**src/rtl/spi_pkg.sv**
```systemverilog
// Shared definitions for the ADC SPI sampler.
//   spi_state_t  : frame sequencer states (IDLE, SETUP, HIGH, LOW, HOLD, GAP)
//   frame_cycles : number of clk cycles adc_ss is held low for one frame
package spi_pkg;

  typedef enum logic [2:0] {
    IDLE  = 3'd0,
    SETUP = 3'd1,
    HIGH  = 3'd2,
    LOW   = 3'd3,
    HOLD  = 3'd4,
    GAP   = 3'd5
  } spi_state_t;

  // One SETUP phase, NBITS high/low pairs, one HOLD phase, each CLKDIV long.
  function automatic int frame_cycles(input int clkdiv, input int nbits);
    return clkdiv * (2 * nbits + 2);
  endfunction

endpackage

```
**src/rtl/spi_clkdiv.sv**
```systemverilog
// Bit-timing divider for the SPI sequencer.
// Produces a one-cycle tick every CLKDIV clk cycles while run is high.
// The count is held at zero while run is low and is forced back to zero
// by restart, so the first tick after (re)start lands exactly CLKDIV
// cycles later.
//   clk     : system clock
//   reset   : synchronous, active-high reset
//   run     : count enable
//   restart : synchronously clears the count
//   tick    : high for the last cycle of each CLKDIV-cycle phase
module spi_clkdiv #(
  parameter int CLKDIV = 4
) (
  input  logic clk,
  input  logic reset,
  input  logic run,
  input  logic restart,
  output logic tick
);

  localparam int CW = (CLKDIV > 1) ? $clog2(CLKDIV) : 1;
  localparam logic [CW-1:0] LAST = CW'(CLKDIV - 1);

  logic [CW-1:0] cnt;

  always_ff @(posedge clk) begin
    if (reset || restart || !run) begin
      cnt <= '0;
    end else if (cnt == LAST) begin
      cnt <= '0;
    end else begin
      cnt <= cnt + CW'(1);
    end
  end

  assign tick = run && (cnt == LAST);

endmodule

```
**src/rtl/adc_spi_sampler.sv**
```systemverilog
// Periodic SPI master that reads one NBITS frame from an ADC every PERIOD
// clk cycles (mode 0, MSB first) and offers the result through a
// valid/ready style hold register with a sticky overrun flag.
//   clk          : system clock, rising edge
//   reset        : synchronous, active-high reset
//   enable       : allows the period counter to run and raise frame starts
//   cmd          : word shifted out on adc_mosi, latched at frame start
//   adc_ss       : slave select, active low
//   adc_sclk     : SPI clock, idle low
//   adc_mosi     : SPI data to ADC (0 while adc_ss is high)
//   adc_miso     : SPI data from ADC
//   sample       : last captured frame
//   sample_valid : sample holds unconsumed data
//   sample_ready : consumer accepts sample this cycle
//   overrun      : sticky, a sample was overwritten before being consumed
//   busy         : frame in progress (inverse of adc_ss)
module adc_spi_sampler
  import spi_pkg::*;
#(
  parameter int CLKDIV = 4,
  parameter int PERIOD = 1000,
  parameter int NBITS  = 16
) (
  input  logic             clk,
  input  logic             reset,
  input  logic             enable,
  input  logic [NBITS-1:0] cmd,
  output logic             adc_ss,
  output logic             adc_sclk,
  output logic             adc_mosi,
  input  logic             adc_miso,
  output logic [NBITS-1:0] sample,
  output logic             sample_valid,
  input  logic             sample_ready,
  output logic             overrun,
  output logic             busy
);

  localparam int PW = (PERIOD > 1) ? $clog2(PERIOD) : 1;
  localparam logic [PW-1:0] PER_LAST = PW'(PERIOD - 1);
  localparam int BW = $clog2(NBITS + 1);
  localparam logic [BW-1:0] BIT_LAST = BW'(NBITS);

  spi_state_t       state;
  logic [PW-1:0]    per_cnt;
  logic             wrap;
  logic             pending;
  logic             start_go;
  logic             div_run;
  logic             div_tick;
  logic [NBITS-1:0] tx_sh;
  logic [NBITS-1:0] rx_sh;
  logic [BW-1:0]    bit_cnt;

  // Period counter: a start request is the cycle it wraps back to zero.
  assign wrap = enable && (per_cnt == PER_LAST);

  always_ff @(posedge clk) begin
    if (reset || !enable) begin
      per_cnt <= '0;
    end else if (wrap) begin
      per_cnt <= '0;
    end else begin
      per_cnt <= per_cnt + PW'(1);
    end
  end

  // A request seen while a frame is running is remembered and taken on the
  // first IDLE cycle; any number of such requests collapse into one.
  assign start_go = (state == IDLE) && (wrap || pending);
  assign div_run  = (state != IDLE);

  spi_clkdiv #(
    .CLKDIV (CLKDIV)
  ) u_clkdiv (
    .clk     (clk),
    .reset   (reset),
    .run     (div_run),
    .restart (start_go),
    .tick    (div_tick)
  );

  // The transmit shifter's MSB is the mosi pin itself; it shifts in zeros,
  // so it is already all-zero once the last bit has gone out and the pin
  // stays low between frames.
  assign adc_mosi = tx_sh[NBITS-1];
  assign busy     = ~adc_ss;

  always_ff @(posedge clk) begin
    if (reset) begin
      state        <= IDLE;
      pending      <= 1'b0;
      adc_ss       <= 1'b1;
      adc_sclk     <= 1'b0;
      tx_sh        <= '0;
      bit_cnt      <= '0;
      sample       <= '0;
      sample_valid <= 1'b0;
      overrun      <= 1'b0;
    end else begin
      if (start_go) begin
        pending <= 1'b0;
      end else if (wrap) begin
        pending <= 1'b1;
      end

      // Consumer handshake; a load in HOLD below overrides this clear.
      if (sample_ready) begin
        sample_valid <= 1'b0;
      end

      case (state)
        IDLE: begin
          if (start_go) begin
            state   <= SETUP;
            adc_ss  <= 1'b0;
            tx_sh   <= cmd;
            bit_cnt <= '0;
          end
        end

        SETUP: begin
          if (div_tick) begin
            state    <= HIGH;
            adc_sclk <= 1'b1;
            rx_sh    <= {rx_sh[NBITS-2:0], adc_miso};
          end
        end

        HIGH: begin
          if (div_tick) begin
            state    <= LOW;
            adc_sclk <= 1'b0;
            tx_sh    <= {tx_sh[NBITS-2:0], 1'b0};
            bit_cnt  <= bit_cnt + BW'(1);
          end
        end

        LOW: begin
          if (div_tick) begin
            if (bit_cnt == BIT_LAST) begin
              state <= HOLD;
            end else begin
              state    <= HIGH;
              adc_sclk <= 1'b1;
              rx_sh    <= {rx_sh[NBITS-2:0], adc_miso};
            end
          end
        end

        HOLD: begin
          if (div_tick) begin
            state        <= GAP;
            adc_ss       <= 1'b1;
            tx_sh        <= '0;
            sample       <= rx_sh;
            sample_valid <= 1'b1;
            if (sample_valid && !sample_ready) begin
              overrun <= 1'b1;
            end
          end
        end

        GAP: begin
          if (div_tick) begin
            state <= IDLE;
          end
        end

        default: begin
          state <= IDLE;
        end
      endcase
    end
  end

endmodule
```
**config.mk**
```make
export PLATFORM = sky130hd
export DESIGN_NAME = adc_spi_sampler
export DESIGN_NICKNAME = d
export VERILOG_FILES = /design/src/rtl/spi_pkg.sv /design/src/rtl/spi_clkdiv.sv /design/src/rtl/adc_spi_sampler.sv
export SDC_FILE = /design/constraint.sdc
export NUM_CORES = 1
export LEC_CHECK = 0
export CORE_MARGIN = 10
export CORE_UTILIZATION = 50
export CTS_BUF_LIST = sky130_fd_sc_hd__clkbuf_8
export DETAILED_ROUTE_END_ITERATION = 10
export GPL_ROUTABILITY_DRIVEN = 0
export GPL_TIMING_DRIVEN = 0
export PLACE_DENSITY = 0.71
export REMOVE_ABC_BUFFERS = 1
export SYNTH_ARGS = -nofsm -noshare
export SYNTH_HDL_FRONTEND = slang
export SYNTH_SLANG_ARGS = --single-unit
```
**constraint.sdc**
```tcl
create_clock -name clk -period 5.4 [get_ports clk]
set_clock_uncertainty 0.05 [all_clocks]
set_input_delay 1.08 -clock clk [delete_from_list [all_inputs] [get_ports clk]]
set_output_delay 1.08 -clock clk [all_outputs]
set_load 0.005 [all_outputs]
```
==> results.yml <==
yosys:
  synthAdderAreaFrac: 0.0147
  synthSimpleGateAreaFrac: 0.264
  synthXorXnorAreaFrac: 0.0232
  synth_compound_area_frac: 0.132
  async_flop_share: 0
  ys_seq_area_frac: 0.477
  synth_top_cell_by_area: "dfxtp_1"
  synth-edff-count: 16
  synth_flop_cell: "dfxtp_1"
  synthesis.instances: 370
  synthTopCellsByArea: "dfxtp_1 (34%), edfxtp_1 (14%), nand2b_1 (6.4%)"
  synth_seq_cells: 73
  synth_area_um2: 3400
  synth_area_per_cell_um2: 9.19
  yosys_warnings: 0
  muxShareOfSynthArea: 0.0471
  yosys.area.top_type_share: 0.336
  synth_cell_types: 43
  synth_top_family_by_area: "simple AND/OR/NAND/NOR gates"
clock_tree:
  cts_root_buffer: "clkbuf_8"
  cts_tree: "yes"
  cts_made_buffers: 9
  cts.path.max_buffers: 2
  cts_setup_buffers: 0
  clk_pin_slew_ns: 0.09
  cts-resized-gates: 0
  clock-sinks: 73
  cts_max_level: 3
  hold_buffers: 0
  clkLatencyLatePin_ns: 0.35
power:
  p_leak_nw: 1.45
  combPwrFrac: 0.042
  p_switching_w: 0.000242
  seqPwrFrac: 0.558
  power_w: 0.000996
  internal_power_w: 0.000755
  power.density_nw_per_um2: 249
  power_frac_clock: 0.400
  switching_share: 0.243
  ir_drop_v: 0.000223
global_route:
  grt_pass1_wl_mm: 11.6
  grtUsageTotal: 0.136
  grt_overflow: 0
  antenna_found_initial: 0
  grt_max_degree: 53
  grt_pass1_vias: 2611
place:
  post-dp-hpwl_mm: 4.42
  place_inst: 465
  io_buffers: 42
sta:
  fmax_mhz: 354
  period_needed_ns: 2.83
  slew_viol_final: 0
  rsz0062_at_grt: "no"
  fin_hold_ws_ns: 0.384
  tns_ns: 0
  finalCritPeriodShare: 0.523
  slew_headroom: 0.178
  worstMarginPinSlew_ns: 1.23
  setup_violations: 0
  final-hold-violation-count: 0
route:
  drt_iter0_markers: 136
  wl_met3_um: 287
  top_layer: "met4"
  drc: 0
  drt-wirelength-per-cell_um: 14.4
  wl_met1_mm: 3.26
  drt_first_pass_iters: 4
  ant_nets: 0
  wl_met2_mm: 3.26
  drt_wl_total_mm: 6.90
  via_count: 2609
  vias_per_cell: 5.42
floorplan:
  die_width_um: 102
  core_area_um2: 6460
  die_area_um2: 10500
  die_h_um: 102
  initial_core_util: 0.526
  placementRows: 29
  io_pins: 43
critical_path:
  cp.arrival_ns: 3.04
  r2r_end: "tx_sh[11]$_SDFFE_PP0P_"
  end_kind: "flip-flop"
  startpoint_type: "input pin"
  r2r_setup_slack_ns: 2.81
  rr_worst_depth: 4
  path_class: "input pin to flip-flop"
  crit_required_ns: 5.61
  crit_fanout: 17
  regToRegStartpoint: "state[2]$_SDFFE_PP0P_"
  cp-startpoint: "enable"
cells_and_area:
  drive_gt1_frac: 0.0743
  layout_commonest_cell: "dfxtp_1"
  antenna_cells: 0
  mostFrequentLayoutCells: "dfxtp_1 (56), nand2_1 (45), clkdlybuf4s50_1 (41), a21oi_1 (40), nand2b_1 (35)"
  area_growth_pct: 17.9
  fillers: 575
  fin_nets: 424
  fin_cells: 481
hold_path:
  hp-class: "flip-flop to flip-flop"
  hold_start: "u_clkdiv.cnt[0]$_SDFF_PP0_"
  hold_end: "u_clkdiv.cnt[0]$_SDFF_PP0_"
  hold_depth: 1
status:
  status: "finished, final reports clean"
job:
  drv_cap: 0
## cell type report
cell class              count  area, um2  area share
repair buffers             44        447       0.111
clock inverters             7       60.1      0.0150
inverters                   5       18.8     0.00468
well taps                  77       96.3      0.0240
flip-flops and latches     73       1620       0.405
multi-input cells         266       1640       0.409
clock buffers               9        124      0.0309
## state kept, by name, indices dropped and copies added, names as in the netlist
name,count
sample,16
per_cnt,10
adc_sclk,1
state,3
sample_valid,1
tx_sh,16
rx_sh,16
overrun,1
u_clkdiv.cnt,2
adc_ss,1
pending,1
bit_cnt,5
## per-layer routing
| layer | track usage | vias to the layer above |
|---|---|---|
| li1 | - | 1331 |
| met1 | 0.152 | 1230 |
| met2 | 0.237 | 38 |
| met3 | 0.0418 | 10 |
| met4 | 0.0488 | 0 |
| met5 | 0 | - |
## critical path, stage by stage
cell             delay [ns]
clkdlybuf4s50_1        0.43
and4b_2                0.27
nand4_1                0.12
a221o_1                0.85
mux2i_1                0.29
## per-stage QoR
stage	util	worst slack, ns	area (um2)
2_1_floorplan	-	2.59	3270
3_3_place_gp	0.587	0.264	3790
3_5_place_dp	0.592	2.22	3820
4_1_cts	0.620	2.57	4010
5_1_grt	0.620	2.47	4010
6_report	0.620	2.57	4010
## worst max path at each step
stage,end,slack [ns],cells past startpoint
after floorplan,rx_sh[0]$_DFFE_PP_,2.59,4
after global placement,rx_sh[15]$_DFFE_PP_,0.26,2
after detailed placement,tx_sh[11]$_SDFFE_PP0P_,2.22,5
after CTS,tx_sh[11]$_SDFFE_PP0P_,2.57,5
after global routing,tx_sh[1]$_SDFFE_PP0P_,2.47,5
final,tx_sh[11]$_SDFFE_PP0P_,2.57,5
## synth_stat cells, drive strengths merged, types with 2 or more instances
cell type  count
ha             4
xor2           7
clkbuf        20
o21ai          3
nor3           5
xnor2          2
a31oi          5
nor2          17
and3           3
nand4          3
nor4b          2
a21oi         40
nand2b        35
nor4           2
nor2b         16
inv            5
and4b          2
nand2         45
mux2i         16
o211ai         3
or3            2
nand3b        18
edfxtp        16
and2           2
or2            3
nand3          7
o21bai        15
dfxtp         57
buf            6
## logic make-up (layout without fill, tap and decap cells)
group	after synthesis	count (layout)
AO/OA/AOI/OAI	74	74
XOR/XNOR	9	9
adder cells (fa/ha/maj)	4	4
buffers and inverters	31	65
flip-flops	73	73
multiplexers	16	16
AND/OR/NAND/NOR	163	163
## power by group through the flow
stage / Clock (W) / Sequential [W] / Combinational (W)
floorplan: 0 / 0.000568 / 0.0000167
global placement: 0 / 0.000568 / 0.0000410
detailed placement: 0 / 0.000568 / 0.0000423
CTS: 0.000408 / 0.000555 / 0.0000425
global route: 0.000430 / 0.000556 / 0.0000467
finish: 0.000399 / 0.000555 / 0.0000419
Note: power is estimated with default switching activity, not from simulation.
